[config.mk]
export PLATFORM = sky130hd
export DESIGN_NAME = reh4_approx_mult
export DESIGN_NICKNAME = d
export VERILOG_FILES = /design/src/rtl/reh4_approx_mult.sv
export SDC_FILE = /design/constraint.sdc
export NUM_CORES = 1
export LEC_CHECK = 0
export BUFFER_PORTS_ARGS = -buffer_cell sky130_fd_sc_hd__clkbuf_2
export CORE_MARGIN = 1
export CORE_UTILIZATION = 46
export DETAILED_ROUTE_END_ITERATION = 12
export GPL_TIMING_DRIVEN = 0
export HOLD_SLACK_MARGIN = 0.12
export PLACE_DENSITY = 0.86
export SYNTH_ARGS = -nofsm -noshare
export SYNTH_HDL_FRONTEND = slang
export SYNTH_SLANG_ARGS = --single-unit
[constraint.sdc]
create_clock -name clk -period 0.8 [get_ports clk]
set_input_delay 0.08 -clock clk [delete_from_list [all_inputs] [get_ports clk]]
set_output_delay 0.08 -clock clk [all_outputs]
set_load 0.01 [all_outputs]
[src/rtl/reh4_approx_mult.sv]
// rtl/reh4_approx_mult.sv - 4x4 unsigned approximate recursive multiplier with registered output
// REH4_EXACT_EN: when defined, the 2x2 blocks are exact and Y = a*b for every operand pair.
module reh4_approx_mult (
  input  logic       clk,
  input  logic       rst,
  input  logic       in_valid,
  input  logic [3:0] a,
  input  logic [3:0] b,
  output logic       out_valid,
  output logic [7:0] Y
);

`ifdef REH4_EXACT_EN
  localparam int SW = 4;
`else
  localparam int SW = 3;
`endif

  // 2x2 sub-multiplier; the approximate form drops the 4th bit by mapping 3*3 to 7.
  function automatic logic [SW-1:0] m2x2(input logic [1:0] x, input logic [1:0] y);
    logic [3:0] full;
    logic [SW-1:0] res;
    full = {2'b00, x} * {2'b00, y};
`ifdef REH4_EXACT_EN
    res = full;
`else
    res = (x == 2'd3 && y == 2'd3) ? 3'd7 : full[2:0];
`endif
    return res;
  endfunction

  logic [SW-1:0] pp_hh;
  logic [SW-1:0] pp_hl;
  logic [SW-1:0] pp_lh;
  logic [SW-1:0] pp_ll;
  logic [7:0]    p;

  always_comb begin
    pp_hh = m2x2(a[3:2], b[3:2]);
    pp_hl = m2x2(a[3:2], b[1:0]);
    pp_lh = m2x2(a[1:0], b[3:2]);
    pp_ll = m2x2(a[1:0], b[1:0]);
    // Partial products are summed exactly; the widest result (225 exact, 175 approx) fits in 8 bits.
    p = ({{(8-SW){1'b0}}, pp_hh} << 4)
      + (({{(8-SW){1'b0}}, pp_hl} + {{(8-SW){1'b0}}, pp_lh}) << 2)
      + {{(8-SW){1'b0}}, pp_ll};
  end

  always_ff @(posedge clk or posedge rst) begin
    if (rst) begin
      Y         <= 8'd0;
      out_valid <= 1'b0;
    end else begin
      out_valid <= in_valid;
      if (in_valid) begin
        Y <= p;
      end
    end
  end

endmodule

# Yosys cells after proc, flatten, opt, wreduce, memory -nomap -nowiden
# Cells that the tools add are included.
# W data, S select, Z words.
# op_classes
add_sub_neg	3
mul	4
eq_ne	4
muxes	4
reduce_logical	4
# ops
op	count
$mul A2 B2 Y3	4
$mux W3	4
$add A7 B6 Y8	1
$add A8 B3 Y8	1
$eq A2 B2 Y1 const B	4
$add A3 B3 Y4	1
$logic_and A1 B1 Y1	4
# word_totals
register_bits	9
input_bits	11
output_inout_bits	9
wordCells	21

# Logic depth before layout (Yosys ltp)
# logic_depth
word_depth	6
ltp_mapped	11
mapped_depth_nobuf	11

# Worst setup path after synthesis
# No wires, ideal clock.
# synth_timing
kind	in2reg
from	input b[1]
to	register Y[6]
setup_ps	125
t_arrival_ps	2145
path_slack_ps	-1470
path_stages	11
n_path_buf	0
path_cell_list	and2_1 -> ha_1 -> a31o_2 -> inv_1 -> fa_1 -> xnor2_1 -> ha_1 -> a21o_1 -> a21oi_1 -> xnor2_1 -> mux2_4
# synth_between
elab_chain_len	6
word_cells_on_any_way	10
classes_between	3 x add/sub; 2 x mul; 1 x eq/ne; 2 x mux; 2 x reduce/logical
# synth_rtl
item	line	text
start, declared	8	input logic [3:0] b,
branches (longest 5 deep; another with $add A7 B6 Y8)	--	
$add A8 B3 Y8 (*)	46	+ {{(8-SW){1'b0}}, pp_ll};
end signal, assigned	56	Y <= p;
end, declared	10	output logic [7:0] Y
# Mark *: on every way between the ends.
# A chain may end at the register's enable or synchronous reset.

# Worst setup path in the final report
# layout_timing
from	input b[0]
to	register Y[6]
# The elaborated chain is that of the path after synthesis.

==> reports/metrics.csv <==
stage,metric,value,unit
status,status,"complete, but fails checks",
status,violations,negative setup slack,
timing,timing.final.crit_share,2.666,
layout,final_cell_area,1360,sq um
timing,setup_ws,-1.333,ns
routing,drtIter0Drc,21,
yosys,syn_nets,106,
die,core,1524,sq um
pwr,p_per_area,1579,nW/um^2
die,fp-row-count,14,
clock_tree,clockBufferDepth,2,
routing,vias,827,
pwr,power.net_switching,758.5,uW
job,maxCapViolations,0,
global_route,grt_overflow,0,
global_route,grt_usage,0.3135,
timing,hold_viol,0,
timing,post-route-min-period,2.133,ns
pwr,switching_share,0.3531,
routing,first_pass_iters,4,
timing,drv_slew,0,
layout,final_common_cell,buf_4,
layout,diodes,0,
clock_tree,clock-sinks,9,
clock_tree,cts_tree,done,
routing,via_per_inst,5.865,
die,pin_count,20,
clock_tree,cts_root_buf,clkbuf_4,
yosys,synth_area_per_cell,9.211,sq um
pwr,p_leak,0.0006732,uW
worst_setup_path,setup.worst_path.class,input pin to register,
worst_setup_path,end_kind,register,
yosys,synthCells,83,
pwr,p_clk_frac,0.166,
layout,nNetsFinal,149,
global_route,antenna_found_initial,0,
die,fp.dieW,42.77,um
layout,finish.utilization,0.8924,
die,start_util,0.5016,
routing,wire_per_inst,21.18,um
worst_setup_path,cp_max_fo,6,
pwr,internal-power,1389,uW
clock_tree,clk_pin_slew,0.06,ns
placed_design,post_dp_cell_area,1008,sq um
pwr,ir_drop,1816,uV
layout,syn_to_final_growth,77.90,%
pwr,pwr-share-comb,0.549,
global_route,grt_pass1_wl,4036,um
routing,antenna_left,0,
yosys,ys_types,23,
die,dieArea,1829,sq um
timing,worst_pin_slew,0.3470,ns
worst_hold_path,worstHoldPathType,input pin to register,
timing,relSlewSlack,0.7684,
global_route,grt_pass1_vias,839,
timing,setup_violations,16,
routing,wirelength,2987,um
layout,fillCellCount,67,
global_route,grt_max_degree,11,
pwr,design_power_total,2148,uW
worst_setup_path,critPathLaunchType,input pin,
timing,fin_skew,0,ns
clock_tree,numCtsBuffers,3,
routing,drc,0,
yosys,syn_area,764.5,sq um
yosys,ys.warnings.count,0,
timing,rsz0062_at_grt,yes,
pwr,seq_power_share,0.286,
yosys,ys_ff_latch,9,
yosys,seq_area_frac_synth,0.2946,
clock_tree,h-tree-depth,1,
clock_tree,clk_latency,0.26,ns
die,die_y,42.77,um
placed_design,portBuffers,19,
layout,drive_gt1_frac,0.6080,
layout,layout_common_cells,"buf_4 (14), dfrtp_1 (9), clkbuf_2 (9), and2_4 (8), a21oi_1 (7)",
placed_design,post-dp-hpwl,1352,um
worst_setup_path,cp.required,0.95,ns
timing,fmaxAchievable,468.9,MHz
worst_setup_path,crit_arrival,2.29,ns
placed_design,gp_congestion,0.7560,
[layer usage]
metal  vias to the layer above  GRT usage  wire length, um
met5                         -          0                0
met4                         0     0.2000              157
met3                        16    0.04255              171
met2                        39     0.5242             1524
met1                       395     0.3720             1134
li1                        377          -                -
[cells by family (layout without fill, tap and decap cells)]
group | Yosys count | in the layout | synth area share
muxes | 4 | 4 | 0.06382
buffers and inverters | 10 | 52 | 0.05073
xor gates and xnor gates | 4 | 4 | 0.04582
AOI/OAI and AO/OA | 23 | 23 | 0.1948
adders and majority gates | 12 | 12 | 0.2062
and+or+nand+nor | 21 | 21 | 0.1440
DFF | 9 | 9 | 0.2946
[cell usage after synthesis (all sizes together)]
master	instances	area [sq um]
a21oi	12	63.81
ha	11	137.6
and2	10	65.06
dfrtp	9	225.2
inv	9	33.78
nand2	5	18.77
mux2	4	48.79
nor2	4	15.01
xnor2	4	35.03
a21o	3	22.52
a31o	3	26.28
a31oi	1	6.260
a41oi	1	8.760
and3	1	6.260
buf	1	5.000
fa	1	20.02
nand3	1	5.000
o21ai	1	5.000
o21ba	1	10.01
o22ai	1	6.260
[repair_timing]
action                                 4_1_cts  5_1_grt
setup endpoints to repair                   15       16
endpoints found under the hold margin       10        0
resized for setup                           23       12
hold buffers                                 2        0
pin swaps                                   13        6
setup buffers                                9        9
[power groups by stage]
stage / registers (uW) / clock network [uW] / logic, uW
floorplan: 641 / 0 / 467
global placement: 594 / 0 / 709
detailed placement: 604 / 0 / 740
CTS: 597 / 335 / 939
global route: 620 / 377 / 1240
finish: 614 / 356 / 1180
[sequential cells by signal, summed over array words and instances, names as in the netlist]
signal	cells
Y	8
out_valid	1
[critical path, stage by stage]
cell,delay (ns)
clkbuf_8,0.14
and2_4,0.14
ha_4,0.26
a31o_4,0.10
inv_2,0.04
fa_2,0.35
xnor2_1,0.14
ha_1,0.33
a21o_1,0.19
a21oi_2,0.15
xnor2_1,0.09
mux2_4,0.28
[layout make-up]
class / instances / area, sq um / area share
sequential: 9 / 225.2 / 0.1656
clock buffer: 4 / 26.28 / 0.01932
tap: 16 / 20.02 / 0.01472
inverter: 9 / 33.78 / 0.02484
buffer: 1 / 5.005 / 0.003680
multi-input combinational: 64 / 678.2 / 0.4986
timing repair buffer: 38 / 371.6 / 0.2732
[final timing paths]
| kind | startpoint | to | slack [ns] | depth (start not counted) |
|---|---|---|---|---|
| min | a[0] | Y[0] | 0.13 | 3 |
| max in group asynchronous | rst | Y[3] | 0.23 | 3 |
| min reg2reg | Y[2] | Y[2] | 0.53 | 1 |
| max reg2reg | Y[5] | Y[5] | -0.02 | 1 |
| max | b[0] | Y[6] | -1.33 | 12 |
| min in group asynchronous | rst | Y[4] | 0.31 | 3 |
[through the flow]
step	hold WS, ns	setup WS [ns]	std cells	setup TNS (ns)
2_1_floorplan	-0.09208	-1.326	83	-5.993
3_3_place_gp	0.01593	-1.575	118	-7.740
3_5_place_dp	0.02128	-1.660	118	-8.049
4_1_cts	0.1266	-1.284	133	-6.304
5_1_grt	0.1467	-1.379	141	-7.399
6_report	0.1344	-1.333	141	-6.966
Power figures use the tool's default switching activity.
